**config.mk**
```make
export PLATFORM = sky130hd
export DESIGN_NAME = mips_cpu_muldiv
export DESIGN_NICKNAME = d
export VERILOG_FILES = /design/src/rtl/mips_cpu_muldiv.sv
export SDC_FILE = /design/constraint.sdc
export NUM_CORES = 1
export LEC_CHECK = 0
export BUFFER_PORTS_ARGS = -buffer_cell sky130_fd_sc_hd__clkbuf_2
export CORE_ASPECT_RATIO = 2
export CORE_MARGIN = 1
export CORE_UTILIZATION = 56
export DETAILED_ROUTE_END_ITERATION = 8
export PLACE_DENSITY = 0.82
export SLEW_MARGIN = 40
export SYNTH_ARGS = -nofsm -noshare
export SYNTH_HDL_FRONTEND = slang
export SYNTH_SLANG_ARGS = --single-unit
```
**constraint.sdc**
```tcl
create_clock -name clk_i -period 3.3 [get_ports clk_i]
set_input_delay 0.99 -clock clk_i [delete_from_list [all_inputs] [get_ports clk_i]]
set_output_delay 0.99 -clock clk_i [all_outputs]
set_load 0.005 [all_outputs]
```
**src/rtl/mips_cpu_muldiv.sv**
```systemverilog
// Iterative HI/LO multiply/divide unit: 32-step shift-add MULT(U), restoring DIV(U).
// Define MIPS_CPU_MULDIV_FAST_MULT_EN for a one-cycle multiplier (IDLE -> FIX -> DONE).
module mips_cpu_muldiv (
    input  logic        clk_i,
    input  logic        reset_i,
    input  logic        start_i,
    input  logic [1:0]  op_i,
    input  logic [31:0] rs_data_i,
    input  logic [31:0] rt_data_i,
    input  logic        cancel_i,
    output logic        busy_o,
    output logic        write_enable_o,
    output logic [31:0] write_data_hi_o,
    output logic [31:0] write_data_lo_o
);
    typedef enum logic [2:0] {S_IDLE, S_MUL, S_DIV, S_FIX, S_DONE} state_t;

    state_t      state_q;
    logic [4:0]  cnt_q;
    logic [63:0] acc_q;
    logic [31:0] opb_q, rs_raw_q, hi_q, lo_q;
    logic        is_div_q, neg_lo_q, neg_hi_q, busy_q, we_q;

    logic        rs_neg, rt_neg;
    logic [31:0] rs_mag, rt_mag;
    logic [32:0] mul_sum_d, div_rem_d, div_diff_d;
    logic [63:0] mul_step_d, div_step_d, prod_d;
    logic [31:0] fix_hi_d, fix_lo_d;

    // op_i[0] set means unsigned
    assign rs_neg = ~op_i[0] & rs_data_i[31];
    assign rt_neg = ~op_i[0] & rt_data_i[31];
    assign rs_mag = rs_neg ? (~rs_data_i + 32'd1) : rs_data_i;
    assign rt_mag = rt_neg ? (~rt_data_i + 32'd1) : rt_data_i;

    // acc_q = {partial, multiplier} for MUL, {remainder, dividend/quotient} for DIV
    assign mul_sum_d  = {1'b0, acc_q[63:32]} + (acc_q[0] ? {1'b0, opb_q} : 33'd0);
    assign mul_step_d = {mul_sum_d, acc_q[31:1]};
    assign div_rem_d  = acc_q[63:31];
    assign div_diff_d = div_rem_d - {1'b0, opb_q};
    assign div_step_d = div_diff_d[32] ? {div_rem_d[31:0], acc_q[30:0], 1'b0}
                                       : {div_diff_d[31:0], acc_q[30:0], 1'b1};

    always_comb begin
        prod_d   = neg_lo_q ? (~acc_q + 64'd1) : acc_q;
        fix_hi_d = prod_d[63:32];
        fix_lo_d = prod_d[31:0];
        if (is_div_q) begin
            if (opb_q == 32'd0) begin
                fix_hi_d = rs_raw_q;
                fix_lo_d = 32'hFFFF_FFFF;
            end else begin
                fix_lo_d = neg_lo_q ? (~acc_q[31:0] + 32'd1) : acc_q[31:0];
                fix_hi_d = neg_hi_q ? (~acc_q[63:32] + 32'd1) : acc_q[63:32];
            end
        end
    end

    always_ff @(posedge clk_i or negedge reset_i) begin
        if (!reset_i) begin
            state_q  <= S_IDLE;
            cnt_q    <= 5'd0;
            acc_q    <= 64'd0;
            opb_q    <= 32'd0;
            rs_raw_q <= 32'd0;
            hi_q     <= 32'd0;
            lo_q     <= 32'd0;
            is_div_q <= 1'b0;
            neg_lo_q <= 1'b0;
            neg_hi_q <= 1'b0;
            busy_q   <= 1'b0;
            we_q     <= 1'b0;
        end else begin
            we_q <= 1'b0;
            case (state_q)
                S_IDLE: begin
                    if (start_i && !cancel_i) begin
                        busy_q   <= 1'b1;
                        cnt_q    <= 5'd0;
                        is_div_q <= op_i[1];
                        rs_raw_q <= rs_data_i;
                        neg_lo_q <= rs_neg ^ rt_neg;
                        neg_hi_q <= op_i[1] ? rs_neg : (rs_neg ^ rt_neg);
                        acc_q    <= {32'd0, op_i[1] ? rs_mag : rt_mag};
                        opb_q    <= op_i[1] ? rt_mag : rs_mag;
                        state_q  <= op_i[1] ? S_DIV : S_MUL;
`ifdef MIPS_CPU_MULDIV_FAST_MULT_EN
                        if (!op_i[1]) begin
                            acc_q   <= {32'd0, rs_mag} * {32'd0, rt_mag};
                            state_q <= S_FIX;
                        end
`endif
                    end
                end
                S_MUL, S_DIV: begin
                    if (cancel_i) begin
                        busy_q  <= 1'b0;
                        state_q <= S_IDLE;
                    end else begin
                        acc_q <= (state_q == S_MUL) ? mul_step_d : div_step_d;
                        cnt_q <= cnt_q + 5'd1;
                        if (cnt_q == 5'd31) state_q <= S_FIX;
                    end
                end
                S_FIX: begin
                    if (cancel_i) begin
                        busy_q  <= 1'b0;
                        state_q <= S_IDLE;
                    end else begin
                        hi_q    <= fix_hi_d;
                        lo_q    <= fix_lo_d;
                        we_q    <= 1'b1;
                        state_q <= S_DONE;
                    end
                end
                S_DONE: begin
                    busy_q  <= 1'b0;
                    state_q <= S_IDLE;
                end
                default: begin
                    busy_q  <= 1'b0;
                    state_q <= S_IDLE;
                end
            endcase
        end
    end

    assign busy_o          = busy_q;
    assign write_enable_o  = we_q;
    assign write_data_hi_o = hi_q;
    assign write_data_lo_o = lo_q;
endmodule

```
Yosys cells after proc, flatten, opt, wreduce, memory -nomap -nowiden
Index checks and enable logic that the tools add are counted.
Storage, ports and cells
  flip-flop bits (word level): 205
  bits in writable memories: 0
  memories kept: 0
  bits in latches: 0
  ROM bits: 0
Operators by class
  muxes and demuxes: 32
  reduce and logical (&&, ||, !) cells: 12
  bitwise logic cells: 10
  multipliers: 0
  equality and inequality tests: 8
  order comparisons: 0
  shift-type cells: 0
  div/mod/pow operators: 0
  add/sub/neg operators: 8
Operators by type and width (count)
  $mux W32: 11
  $mux W64: 5
  $add A32 B1 Y32 const B: 4
  $not A32 Y32: 4
  $pmux W64 S2: 1
  $add A64 B1 Y64 const B: 1
  $not A64 Y64: 1
  $add A32 B32 Y33: 1
  $sub A33 B32 Y33: 1
  $logic_not A32 Y1: 1
  $mux W3: 4
  $mux W5: 2
  $pmux W5 S2: 1
  $pmux W3 S3: 1
  $reduce_and A2 Y1: 4
  $eq A3 B2 Y1 const B: 2
  $add A5 B1 Y5 const B: 1
  $eq A5 B5 Y1 const B: 1
  $mux W1: 5
  $ne A2 B2 Y1 const B: 2
  $eq A3 B1 Y1 const B: 1
  $logic_not A3 Y1: 1
  $ne A3 B3 Y1 const B: 1
  $reduce_and A3 Y1: 1
  11 further kinds: 13

Longest topological paths before layout
  word-level depth: 6
  depth in mapped cells: 15

Worst setup path after synthesis
No wires, ideal clock.
  kind: input-to-reg
  from: in rt_data_i[9]
  to: reg acc_q[28]
  data arrival time: 3.336 ns
  stages: 10
  slack: -0.173 ns
  library setup time: 0.137 ns
  path buffers: 0
  data required time: 3.163 ns
  cell sequence: or4_1 or3_1 or4_4 nor4_4 a31oi_1 xor2_1 nor2_1 a21oi_1 a222oi_1 a21oi_1
On the way
  word-level cells in the longest chain between the ends: 6
RTL lines
  start, declared: RTL line 9  | input logic [31:0] rt_data_i,
  $not A32 Y32: RTL line 34  | assign rt_mag = rt_neg ? (~rt_data_i + 32'd1) : rt_data_i;
  $add A32 B1 Y32: RTL line 34
  $mux W32: RTL line 34
  $mux W32: RTL line 84  | acc_q <= {32'd0, op_i[1] ? rs_mag : rt_mag};
  $mux W64: RTL line 77  | if (start_i && !cancel_i) begin
  $pmux W64 S2: RTL line 75  | case (state_q)
  end signal, assigned: RTL line 84
  end signal, assigned: RTL line 100  | acc_q <= (state_q == S_MUL) ? mul_step_d : div_step_d;
  end, declared: RTL line 20  | logic [63:0] acc_q;
Every way passes these cells. The select of a mux whose other input is x is not followed.
A chain may end at the register's enable or synchronous reset.

Worst setup path after layout
  from: reg acc_q[0]
  to: reg acc_q[57]
On the way
  word-level cells in the longest chain between the ends: 5
RTL lines
  $mux W32: RTL line 37  | assign mul_sum_d = {1'b0, acc_q[63:32]} + (acc_q[0] ? {1'b0, opb_q} : 33'd0);
  $add A32 B32 Y33: RTL line 37
  $mux W64: RTL line 100
  $mux W64: RTL line 96  | if (cancel_i) begin
  $pmux W64 S2: RTL line 75
Every way passes these cells. The select of a mux whose other input is x is not followed.

==> results.json <==
{
  "netlist_area_um2": 16500,
  "route.detailed.drc": 0,
  "total_power_mw": 23.8,
  "final_antenna_net_count": 0,
  "clk_pin_slew_ns": 0.07,
  "setup_ws_ns": -0.0526,
  "synth_area_per_cell_um2": 7.86,
  "hold_depth": 2,
  "min-delay-start": "write_data_hi_o[24]",
  "tightest_slew_ns": 0.804,
  "period_needed_ns": 3.35,
  "critical_path_arrival_ns": 3.77,
  "power.leakage_nw": 9.59,
  "hold-path-endpoint": "write_data_hi_o[24]",
  "drt_iter0_markers": 1837,
  "run_status": "finished, violations left",
  "synth_edf_count": 0,
  "cts_hold_buf": 0,
  "slew_headroom_pct": 46.4,
  "io_buffers": 135,
  "cp_max_fo": 15,
  "dr.pass1.iters": 7,
  "ios": 136,
  "vias": 18600,
  "grt_pass1_vias": 18600,
  "power_density_nw_per_um2": 1140,
  "r2r-end": "acc_q[57]",
  "worstSetupEndpointType": "flop",
  "drive_above_1_share_pct": 24.9,
  "routed_via_density": 6.60,
  "wl_per_cell_um": 25.7,
  "cp-start-kind": "flop",
  "violations": "setup timing",
  "clock_path_buffers": 3,
  "syn-num-nets": 2244,
  "routed_wl_mm": 72.3,
  "htree_levels": 1,
  "setup_violations": 3,
  "synth_top_area_share_pct": 31.0,
  "yosysSeqAreaShare_pct": 31.0,
  "maxCapViolations": 0,
  "rrSetupSlack_ns": -0.05,
  "gp_congestion": 1.07,
  "synth_flop_cell": "dfrtp_1",
  "grt_max_degree": 85,
  "die-width_um": 123,
  "synth_cells": 2102,
  "die_h_um": 245,
  "rsz0062_at_grt": "yes",
  "ir_worst_vdd_v": 0.000635,
  "hold_violations": 0,
  "cts-root-buf": "clkbuf_16",
  "r2r_start": "acc_q[0]",
  "async_flop_share_pct": 100,
  "hp-class": "flop to flop",
  "cts_buffers": 21,
  "tritoncts": "yes",
  "fin_nets": 2584,
  "pre_cts_slack_ns": -0.423,
  "grt_antenna_before_repair": 5,
  "yosysWarnings": 0,
  "dieArea_um2": 30300,
  "clock-sinks": 205,
  "grt-ovfl-total": 0,
  "post-dp-hpwl_mm": 53.9,
  "core_area_um2": 29000,
  "grt_pass1_wl_mm": 110,
  "initial_core_util_pct": 57.1,
  "ys_ff_latch": 205,
  "finalCritPeriodShare_pct": 102,
  "synth_cell_types": 86,
  "reg2reg_depth": 15,
  "grt_usage_pct": 49.4,
  "required_ns": 3.72,
  "crit_type": "flop to flop",
  "insertion_delay_ns": 0.55,
  "fmaxAchievable_mhz": 298,
  "synth_top_cell_by_area": "dfrtp_1",
  "report.final.slew_viol_count": 0,
  "fillers": 2298,
  "area_growth_pct": 26.3,
  "synth_area_leaders": "dfrtp_1, nand2_1, o21ai_0, xnor2_1, ha_1",
  "core.rowCount": 88,
  "finClkSkew_ns": 0.0246
}
[cell usage after synthesis, drive strengths merged (35+ instances only)]
library cell / instances
xnor2: 112
mux2i: 37
ha: 70
inv: 68
nor3: 35
xor2: 79
o21ai: 217
dfrtp: 205
nand2: 307
clkbuf: 103
nor2: 202
a21o: 39
a21oi: 152
[layout by cell type, fill, tap and decap left out, types with 9 or more instances in the layout]
master	count
a211oi_1	9
a21o_1	38
a21oi_1	139
a21oi_2	13
a221oi_1	9
a222oi_1	24
a22oi_1	11
a31oi_1	25
and2_1	10
and3_1	9
buf_12	11
buf_4	300
clkbuf_16	22
clkbuf_2	133
dfrtp_1	204
ha_1	63
inv_1	59
mux2i_1	37
nand2_1	306
nand2b_1	20
nand3_1	21
nand4_1	15
nor2_1	193
nor2_2	9
nor2b_1	18
nor3_1	34
nor4_1	16
o211ai_1	21
o21a_1	14
o21ai_0	196
o21ai_1	17
o22a_1	26
o31ai_1	23
or2_2	15
or3_1	22
xnor2_1	106
xor2_1	77
[critical path: stages (launching register included)]
cell and delay, ns:
dfrtp_2 0.45, inv_4 0.08, buf_12 0.15, nor2_1 0.06, ha_1 0.29, nand4_1 0.19
or3_4 0.41, a211o_1 0.28, a31oi_2 0.20, or3_4 0.17, buf_4 0.10, nand4_1 0.13
a31oi_1 0.22, xnor2_1 0.21, nand2_1 0.09, a22o_1 0.18
[power by group]
group / switching [mW] / total, mW / leakage (nW) / internal [mW]
Clock: 1.16 / 2.61 / 0.338 / 1.45
Sequential: 1.01 / 4.68 / 2.50 / 3.67
Combinational: 9.65 / 16.5 / 6.74 / 6.89
[metrics by stage]
step | setup TNS [ns] | utilization (%) | hold slack [ns] | instance area [µm²] | std cells
2_1_floorplan | -0.244 | - | 0.440 | 16600 | 2102
3_5_place_dp | -18.45 | 67.1 | 0.463 | 19400 | 2759
6_report | -0.143 | 72.1 | 0.476 | 20900 | 2818
4_1_cts | -0.00585 | 70.3 | 0.479 | 20400 | 2804
3_3_place_gp | -14.13 | 67.1 | 0.458 | 19400 | 2759
5_1_grt | -1.25 | 72.1 | 0.509 | 20900 | 2817
[per-layer routing]
metal	vias up	wire length, µm	global-route usage (%)
li1	8183	-	-
met1	8740	22500	49.5
met2	1173	34000	78.6
met3	511	6100	13.1
met4	4	9670	51.3
met5	-	37	0
[cells by family (layout without fill, tap and decap cells)]
kind of cell | count (synthesis) | after routing | share of synthesized area (%)
other | 0 | 1 | 0
DFF | 205 | 205 | 31.0
and+or+nand+nor | 739 | 739 | 20.5
xor gates and xnor gates | 191 | 191 | 10.1
adders and majority gates | 72 | 72 | 5.54
buffers and inverters | 203 | 558 | 5.26
muxes | 37 | 37 | 2.24
AOI/OAI and AO/OA | 655 | 655 | 25.3
[sequential cells by signal, summed over array words and instances, names as in the netlist]
| register | flops |
|---|---|
| state_q | 3 |
| busy_o | 1 |
| write_enable_o | 1 |
| opb_q | 32 |
| neg_hi_q | 1 |
| is_div_q | 1 |
| neg_lo_q | 1 |
| rs_raw_q | 32 |
| cnt_q | 5 |
| write_data_hi_o | 32 |
| acc_q | 64 |
| write_data_lo_o | 32 |
[how the worst max path moves through the flow]
stage,start,cells after the start,endpoint
final,acc_q[0],15,acc_q[57]
after global routing,acc_q[0],15,acc_q[59]
after CTS,acc_q[0],16,acc_q[57]
after detailed placement,rt_data_i[9],12,acc_q[28]
after global placement,rt_data_i[9],12,acc_q[28]
after floorplan,rt_data_i[9],10,acc_q[28]
[timing repair]
action / 4_1_cts / 5_1_grt
resized for setup: 31 / 95
cloned: 1 / 1
pin swaps: 12 / 37
buffers inserted: 6 / 13
setup endpoints to repair: 41 / 45
[area by class of cell]
type | count | area [µm²] | area share (%)
timing repair buffer | 451 | 3230 | 15.5
clock buffer | 25 | 551 | 2.64
tap | 360 | 450 | 2.16
inverter | 69 | 262 | 1.25
clock inverter | 13 | 169 | 0.809
multi-input combinational | 1694 | 11100 | 53.1
antenna | 1 | 2.50 | 0.0120
sequential | 205 | 5130 | 24.6
Power figures use the tool's default switching activity.
